## config.mk

```make
export PLATFORM = sky130hd
export DESIGN_NAME = dti_apb_master
export DESIGN_NICKNAME = d
export VERILOG_FILES = /design/src/rtl/dti_apb_master.sv
export SDC_FILE = /design/constraint.sdc
export NUM_CORES = 1
export LEC_CHECK = 0
export BUFFER_PORTS_ARGS = -buffer_cell sky130_fd_sc_hd__buf_2
export CAP_MARGIN = 20
export CORE_MARGIN = 5
export CORE_UTILIZATION = 55
export DETAILED_ROUTE_END_ITERATION = 8
export PLACE_DENSITY = 0.77
export SKIP_LAST_GASP = 1
export SLEW_MARGIN = 0
export SYNTH_ARGS = -nofsm -noshare
export SYNTH_HDL_FRONTEND = slang
export SYNTH_SLANG_ARGS = --single-unit
```

## constraint.sdc

```tcl
create_clock -name clk -period 12.84 [get_ports clk]
set_clock_uncertainty 0.15 [all_clocks]
set_input_delay 1.926 -clock clk [delete_from_list [all_inputs] [get_ports clk]]
set_output_delay 1.926 -clock clk [all_outputs]
set_load 0.02 [all_outputs]
```

## src/rtl/dti_apb_master.sv

```systemverilog
// APB4 initiator: valid/ready commands are queued in a small FIFO, issued as
// SETUP/ACCESS transfers with an ACCESS-phase timeout, and answered one response at a time.
module dti_apb_master #(
  parameter int APB_ADDR_WIDTH = 12,
  parameter int APB_DATA_WIDTH = 32,
  parameter int APB_STRB_WIDTH = 4,
  parameter int CMD_FIFO_DEPTH = 4,
  parameter int TIMEOUT_CYCLES = 255
) (
  input  logic                      clk,
  input  logic                      reset,
  input  logic                      cmd_valid,
  output logic                      cmd_ready,
  input  logic                      cmd_write,
  input  logic [APB_ADDR_WIDTH-1:0] cmd_addr,
  input  logic [APB_DATA_WIDTH-1:0] cmd_wdata,
  input  logic [APB_STRB_WIDTH-1:0] cmd_strb,
  output logic                      rsp_valid,
  input  logic                      rsp_ready,
  output logic [APB_DATA_WIDTH-1:0] rsp_rdata,
  output logic                      rsp_slverr,
  output logic                      rsp_timeout,
  output logic                      busy,
  output logic                      psel,
  output logic                      penable,
  output logic                      pwrite,
  output logic [APB_ADDR_WIDTH-1:0] paddr,
  output logic [APB_DATA_WIDTH-1:0] pwdata,
  output logic [APB_STRB_WIDTH-1:0] pstrb,
  input  logic                      pready,
  input  logic                      pslverr,
  input  logic [APB_DATA_WIDTH-1:0] prdata
);

  localparam int PTR_W = $clog2(CMD_FIFO_DEPTH);
  localparam int CNT_W = PTR_W + 1;

  localparam logic [CNT_W-1:0] FIFO_FULL_C  = CNT_W'(CMD_FIFO_DEPTH);
  localparam logic [CNT_W-1:0] CNT_ONE_C    = CNT_W'(1);
  localparam logic [CNT_W-1:0] CNT_ZERO_C   = CNT_W'(0);
  localparam logic [PTR_W-1:0] PTR_ONE_C    = PTR_W'(1);
  localparam logic [PTR_W-1:0] PTR_ZERO_C   = PTR_W'(0);
  localparam logic             TIMEOUT_EN_C = (TIMEOUT_CYCLES != 0);
  // With the timeout disabled this wraps to 16'hFFFF but is never compared.
  localparam logic [15:0]      TIMEOUT_LAST_C = 16'(TIMEOUT_CYCLES - 1);

  localparam logic [1:0] ST_IDLE   = 2'd0;
  localparam logic [1:0] ST_SETUP  = 2'd1;
  localparam logic [1:0] ST_ACCESS = 2'd2;
  localparam logic [1:0] ST_RESP   = 2'd3;

  localparam logic [APB_DATA_WIDTH-1:0] DATA_ZERO_C = {APB_DATA_WIDTH{1'b0}};
  localparam logic [APB_ADDR_WIDTH-1:0] ADDR_ZERO_C = {APB_ADDR_WIDTH{1'b0}};
  localparam logic [APB_STRB_WIDTH-1:0] STRB_ZERO_C = {APB_STRB_WIDTH{1'b0}};

  logic                      fifo_write_r [CMD_FIFO_DEPTH];
  logic [APB_ADDR_WIDTH-1:0] fifo_addr_r  [CMD_FIFO_DEPTH];
  logic [APB_DATA_WIDTH-1:0] fifo_wdata_r [CMD_FIFO_DEPTH];
  logic [APB_STRB_WIDTH-1:0] fifo_strb_r  [CMD_FIFO_DEPTH];

  logic [PTR_W-1:0]          wr_ptr_r;
  logic [PTR_W-1:0]          rd_ptr_r;
  logic [CNT_W-1:0]          count_r;
  logic [CNT_W-1:0]          count_s;
  logic                      cmd_ready_r;
  logic                      push_s;
  logic                      pop_s;
  logic                      fifo_empty_s;

  logic                      head_write_s;
  logic [APB_ADDR_WIDTH-1:0] head_addr_s;
  logic [APB_DATA_WIDTH-1:0] head_wdata_s;
  logic [APB_STRB_WIDTH-1:0] head_strb_s;

  logic [1:0]                state_r;
  logic [1:0]                state_s;
  logic                      capture_s;
  logic                      abort_s;
  logic [15:0]               tmo_cnt_r;

  logic                      psel_r;
  logic                      penable_r;
  logic                      pwrite_r;
  logic [APB_ADDR_WIDTH-1:0] paddr_r;
  logic [APB_DATA_WIDTH-1:0] pwdata_r;
  logic [APB_STRB_WIDTH-1:0] pstrb_r;

  logic                      rsp_valid_r;
  logic [APB_DATA_WIDTH-1:0] rsp_rdata_r;
  logic                      rsp_slverr_r;
  logic                      rsp_timeout_r;

  assign push_s       = cmd_valid & cmd_ready_r;
  assign fifo_empty_s = (count_r == CNT_ZERO_C);

  assign head_write_s = fifo_write_r[rd_ptr_r];
  assign head_addr_s  = fifo_addr_r[rd_ptr_r];
  assign head_wdata_s = fifo_wdata_r[rd_ptr_r];
  assign head_strb_s  = fifo_strb_r[rd_ptr_r];

  // Transfer sequencing: next state, FIFO pop and response capture/abort strobes.
  always_comb begin
    state_s   = state_r;
    pop_s     = 1'b0;
    capture_s = 1'b0;
    abort_s   = 1'b0;
    case (state_r)
      ST_IDLE: begin
        if (!fifo_empty_s) begin
          pop_s   = 1'b1;
          state_s = ST_SETUP;
        end else begin
          state_s = ST_IDLE;
        end
      end
      ST_SETUP: begin
        state_s = ST_ACCESS;
      end
      ST_ACCESS: begin
        // A completing pready wins over a timeout landing in the same cycle.
        if (pready) begin
          capture_s = 1'b1;
          state_s   = ST_RESP;
        end else if (TIMEOUT_EN_C && (tmo_cnt_r == TIMEOUT_LAST_C)) begin
          abort_s = 1'b1;
          state_s = ST_RESP;
        end else begin
          state_s = ST_ACCESS;
        end
      end
      ST_RESP: begin
        if (rsp_ready) begin
          if (!fifo_empty_s) begin
            pop_s   = 1'b1;
            state_s = ST_SETUP;
          end else begin
            state_s = ST_IDLE;
          end
        end else begin
          state_s = ST_RESP;
        end
      end
      default: begin
        state_s = ST_IDLE;
      end
    endcase
  end

  // FIFO occupancy after this cycle's push and pop.
  always_comb begin
    count_s = count_r;
    case ({push_s, pop_s})
      2'b10:   count_s = count_r + CNT_ONE_C;
      2'b01:   count_s = count_r - CNT_ONE_C;
      default: count_s = count_r;
    endcase
  end

  // Command FIFO storage, pointers, occupancy and the registered ready.
  always_ff @(posedge clk or posedge reset) begin
    if (reset) begin
      for (int i = 0; i < CMD_FIFO_DEPTH; i++) begin
        fifo_write_r[i] <= 1'b0;
        fifo_addr_r[i]  <= ADDR_ZERO_C;
        fifo_wdata_r[i] <= DATA_ZERO_C;
        fifo_strb_r[i]  <= STRB_ZERO_C;
      end
      wr_ptr_r    <= PTR_ZERO_C;
      rd_ptr_r    <= PTR_ZERO_C;
      count_r     <= CNT_ZERO_C;
      cmd_ready_r <= 1'b0;
    end else begin
      if (push_s) begin
        fifo_write_r[wr_ptr_r] <= cmd_write;
        fifo_addr_r[wr_ptr_r]  <= cmd_addr;
        fifo_wdata_r[wr_ptr_r] <= cmd_wdata;
        fifo_strb_r[wr_ptr_r]  <= cmd_strb;
        wr_ptr_r               <= wr_ptr_r + PTR_ONE_C;
      end
      if (pop_s) begin
        rd_ptr_r <= rd_ptr_r + PTR_ONE_C;
      end
      count_r     <= count_s;
      cmd_ready_r <= (count_s != FIFO_FULL_C);
    end
  end

  // FSM state, APB control/payload registers and the ACCESS timeout counter.
  always_ff @(posedge clk or posedge reset) begin
    if (reset) begin
      state_r   <= ST_IDLE;
      psel_r    <= 1'b0;
      penable_r <= 1'b0;
      pwrite_r  <= 1'b0;
      paddr_r   <= ADDR_ZERO_C;
      pwdata_r  <= DATA_ZERO_C;
      pstrb_r   <= STRB_ZERO_C;
      tmo_cnt_r <= 16'd0;
    end else begin
      state_r   <= state_s;
      psel_r    <= (state_s == ST_SETUP) || (state_s == ST_ACCESS);
      penable_r <= (state_s == ST_ACCESS);
      if (pop_s) begin
        pwrite_r  <= head_write_s;
        paddr_r   <= head_addr_s;
        pwdata_r  <= head_write_s ? head_wdata_s : DATA_ZERO_C;
        pstrb_r   <= head_write_s ? head_strb_s : STRB_ZERO_C;
        tmo_cnt_r <= 16'd0;
      end else if (state_r == ST_ACCESS) begin
        tmo_cnt_r <= tmo_cnt_r + 16'd1;
      end
    end
  end

  // Single-entry response register, held stable while waiting for rsp_ready.
  always_ff @(posedge clk or posedge reset) begin
    if (reset) begin
      rsp_valid_r   <= 1'b0;
      rsp_rdata_r   <= DATA_ZERO_C;
      rsp_slverr_r  <= 1'b0;
      rsp_timeout_r <= 1'b0;
    end else begin
      rsp_valid_r <= (state_s == ST_RESP);
      if (capture_s) begin
        rsp_rdata_r   <= pwrite_r ? DATA_ZERO_C : prdata;
        rsp_slverr_r  <= pslverr;
        rsp_timeout_r <= 1'b0;
      end else if (abort_s) begin
        rsp_rdata_r   <= DATA_ZERO_C;
        rsp_slverr_r  <= 1'b1;
        rsp_timeout_r <= 1'b1;
      end
    end
  end

  assign cmd_ready   = cmd_ready_r;
  assign rsp_valid   = rsp_valid_r;
  assign rsp_rdata   = rsp_rdata_r;
  assign rsp_slverr  = rsp_slverr_r;
  assign rsp_timeout = rsp_timeout_r;
  assign busy        = (state_r != ST_IDLE) || !fifo_empty_s;
  assign psel        = psel_r;
  assign penable     = penable_r;
  assign pwrite      = pwrite_r;
  assign paddr       = paddr_r;
  assign pwdata      = pwdata_r;
  assign pstrb       = pstrb_r;

endmodule

```

==> results.cfg <==
[outcome]
outcome = completed

[sta]
hold_viol_final = 0
fin_tns_setup_ps = 0
max-slew-margin-rel_pct = 36.2
min_period_ps = 3880
final.period_utilization_pct = 30.2
grt_setup_unrepaired = false
finish_stage_setup_viols = 0
drv_slew = 0
tightestPinTransition_ps = 958
achievable-frequency_ghz = 0.258

[grt]
use_met3_pct = 5.27
grt_pass1_vias = 8268
grt_antenna_before_repair = 2
global_route.usage.met1_pct = 26.8
gr-max-usage-layer = met2
grt_max_degree = 171
globalRouteMet2Util_pct = 35.1
gr-usage-all-layers_pct = 20.5
grt-ovfl-total = 0
global_route_wire_length_before_repair_um = 43700

[clock_tree]
htree_levels = 2
clock_pin_slew_of_the_registers_on_the_worst_case_setup_and_hold_paths_ps = 60
insertion_delay_ps = 510
cts_max_path_buffers = 3
tritoncts = yes
clk_root_buffer_cell = sky130_fd_sc_hd__clkbuf_16
post_cts_buffers = 0
postCtsHoldBufs = 0
clock_sinks = 308
cts_repair_resize_count = 0
cts-buffers-inserted = 34

[final_layout]
areaGrowthSynthToFinish_pct = 17.5
layout.cells.most_common = sky130_fd_sc_hd__dfrtp_1
layoutNonFillerInstCount = 1425
layout.cells.most_common_list = 306 x sky130_fd_sc_hd__dfrtp_1, 197 x sky130_fd_sc_hd__mux2_2, 174 x sky130_fd_sc_hd__buf_2
ratio_of_cells_with_drive_above_1_in_the_final_layout_pct = 44.9
layout.nets = 1183

[logic_synthesis]
yosys_register_bits = 308
synth_area_per_cell_um2 = 14.2
synth.largest_area_cell = sky130_fd_sc_hd__dfrtp_1
synth_nets = 1019
synth_cell_type_count = 37
yosys_warnings = 0
synthesis.area_um2 = 13000
syn-instance-count = 918
seq_area_frac_synth_pct = 59.2
netlist_top_cells_area = sky130_fd_sc_hd__dfrtp_1 59%, sky130_fd_sc_hd__mux2_2 17%, sky130_fd_sc_hd__mux4_2 8.5%, sky130_fd_sc_hd__nand2_1 3.6%, sky130_fd_sc_hd__a22o_1 2.2%
synth_top_cell_area_share_pct = 59.2

[setup_path]
cp_class = input port to flop
timing.rr.start = state_r[1]
slowest_cell_on_the_critical_path = sky130_fd_sc_hd__or3_2
worstPathBufferInverterCount = 4
critPathArrivalTime_ps = 4110
path_delay_family = buffers and inverters
worstSetupStartpointType = input port
critical_path.max_fanout = 51
critical_path.endpoint_type = flop
worst_path_most_repeated_cell = sky130_fd_sc_hd__xor2_1
path_cells = buf_2 > a21oi_1 > or3_2 > buf_4 > inv_2 > ha_1 > inv_1 > fa_1 > xor2_1 > nor2_1 > xor2_1 > nand2_1
crit_start = rsp_ready
required_ps = 13070
critical-path-max-stage-delay_ps = 410

[worst_hold_path]
hold_path_startpoint = paddr[1]
hold_path_class = flop to flop

[floorplan]
start_util_pct = 55.7
die_h_um = 164
top_level_ports = 175
die-area_um2 = 26900
placement_rows = 56
core_um2 = 23400
fp.dieW_um = 164

[route]
viasPerCell = 5.58
first_iter_violations = 368
route.detailed.wl_per_inst_um = 19.0
drtPass1Iterations = 4
route.detailed.drc = 0
drt.antenna.violating_nets = 0
vias = 7955
finalWirelength_um = 27000

[pwr]
p_leak_nw = 7.17
total_switching_power_mw = 1.37
comb_power_share_pct = 37.0
clock_power_share_pct = 23.3
cellInternalPower_mw = 2.79
power.density_nw_per_um2 = 272
power.share.switching_pct = 33.0
pwr-share-seq_pct = 39.8
power.ir.vdd_worst_mv = 0.180

[flow_run]
max_cap_violations = 0

[placed_design]
gp_congestion = 0.733
place_inst = 1364
dp_hpwl_um = 16200
io_buffer_count = 174
registers in the layout, summed over array words and instances (netlist names), 4 cells and up:
name and count:
rsp_rdata 32, pwdata 32, tmo_cnt_r 16, fifo_write_r 4, pstrb 4, fifo_wdata_r 128, fifo_strb_r 16, fifo_addr_r 48
paddr 12
cell type report:
cell class	instances	area (um^2)
fill	1746	8100
antenna	1	2.50
multi-input combinational	540	5020
clock inverter	8	98.8
sequential	308	7710
inverter	13	56.3
timing repair buffer	185	973
clock buffer	51	1040
tap	319	399
worst paths after layout:
| path | end | slack [ps] | cells after the start |
|---|---|---|---|
| setup / recovery | cmd_ready | 8960 | 12 |
| hold / removal | paddr[1] | 320 | 2 |
| setup reg to reg | cmd_ready | 9710 | 12 |
| hold reg to reg | paddr[1] | 320 | 2 |
| max in group asynchronous | rd_ptr_r[0] | 9600 | 3 |
| min in group asynchronous | rsp_rdata[11] | 1440 | 2 |
worst register-to-register path, stage by stage, from the launching register on:
cell                      delay (ps)
sky130_fd_sc_hd__dfrtp_1         410
sky130_fd_sc_hd__inv_1            90
sky130_fd_sc_hd__ha_1            290
sky130_fd_sc_hd__or3_2           480
sky130_fd_sc_hd__buf_4           330
sky130_fd_sc_hd__inv_2           140
sky130_fd_sc_hd__ha_1            180
sky130_fd_sc_hd__inv_1            60
sky130_fd_sc_hd__fa_1            370
sky130_fd_sc_hd__xor2_1          150
sky130_fd_sc_hd__nor2_1          110
sky130_fd_sc_hd__xor2_1          200
sky130_fd_sc_hd__nand2_1          70
cells in the mapped netlist:
cell,n
sky130_fd_sc_hd__dfrtp_1,308
sky130_fd_sc_hd__mux2_2,197
sky130_fd_sc_hd__nand2_1,124
sky130_fd_sc_hd__mux4_2,49
sky130_fd_sc_hd__nand3_1,46
sky130_fd_sc_hd__a22o_1,32
sky130_fd_sc_hd__buf_2,29
sky130_fd_sc_hd__nor2_1,18
sky130_fd_sc_hd__ha_1,13
sky130_fd_sc_hd__buf_1,12
sky130_fd_sc_hd__inv_1,12
sky130_fd_sc_hd__clkbuf_1,11
sky130_fd_sc_hd__xnor2_1,9
sky130_fd_sc_hd__xor2_1,8
sky130_fd_sc_hd__a21oi_1,6
sky130_fd_sc_hd__nand4_1,5
sky130_fd_sc_hd__buf_4,4
sky130_fd_sc_hd__o21ai_0,4
sky130_fd_sc_hd__and4_1,3
sky130_fd_sc_hd__nor3_1,3
sky130_fd_sc_hd__nor4_1,3
sky130_fd_sc_hd__o31ai_1,3
sky130_fd_sc_hd__or3_1,3
sky130_fd_sc_hd__and2_1,2
sky130_fd_sc_hd__nor2b_1,2
sky130_fd_sc_hd__a211oi_1,1
sky130_fd_sc_hd__a21oi_2,1
sky130_fd_sc_hd__a41oi_2,1
sky130_fd_sc_hd__and3_1,1
sky130_fd_sc_hd__buf_6,1
sky130_fd_sc_hd__fa_1,1
sky130_fd_sc_hd__inv_2,1
sky130_fd_sc_hd__nand3_4,1
sky130_fd_sc_hd__o21a_1,1
sky130_fd_sc_hd__o31a_1,1
sky130_fd_sc_hd__or4_1,1
sky130_fd_sc_hd__or4_4,1
logic make-up after synthesis:
logic type / synth area share (%)
flops: 59.2
xor+xnor: 1.14
compound gates: 3.08
buf+inv: 2.47
simple gates: 7.22
mux: 25.5
fa+ha+maj: 1.40
per-layer routing:
layer | share of wire, % | up-vias
li1 | - | 3608
met4 | 1.8 | 2
met1 | 42 | 4091
met2 | 49 | 214
met5 | 0.041 | -
met3 | 6.7 | 40
power groups by stage:
stage	logic (mW)	clock network [mW]	registers, mW
after floorplan	1.11	0	1.72
final	1.54	0.970	1.66
after CTS	1.57	0.992	1.66
after global placement	1.51	0	1.65
after global routing	1.68	1.03	1.71
after detailed placement	1.55	0	1.67
through the flow:
step | cell area, um^2 | utilization (%) | setup slack, ps | total power, mW | hold slack (ps)
after detailed placement | 14100 | 60.4 | 8410 | 3.23 | 308
after global routing | 15300 | 65.4 | 8810 | 4.42 | 344
after floorplan | 13000 | - | 2250 | 2.82 | 309
after CTS | 15300 | 65.3 | 8940 | 4.22 | 322
final | 15300 | 65.4 | 8960 | 4.17 | 318
after global placement | 14100 | 60.4 | 8520 | 3.16 | 302
Note: power is estimated with default switching activity, not from simulation.
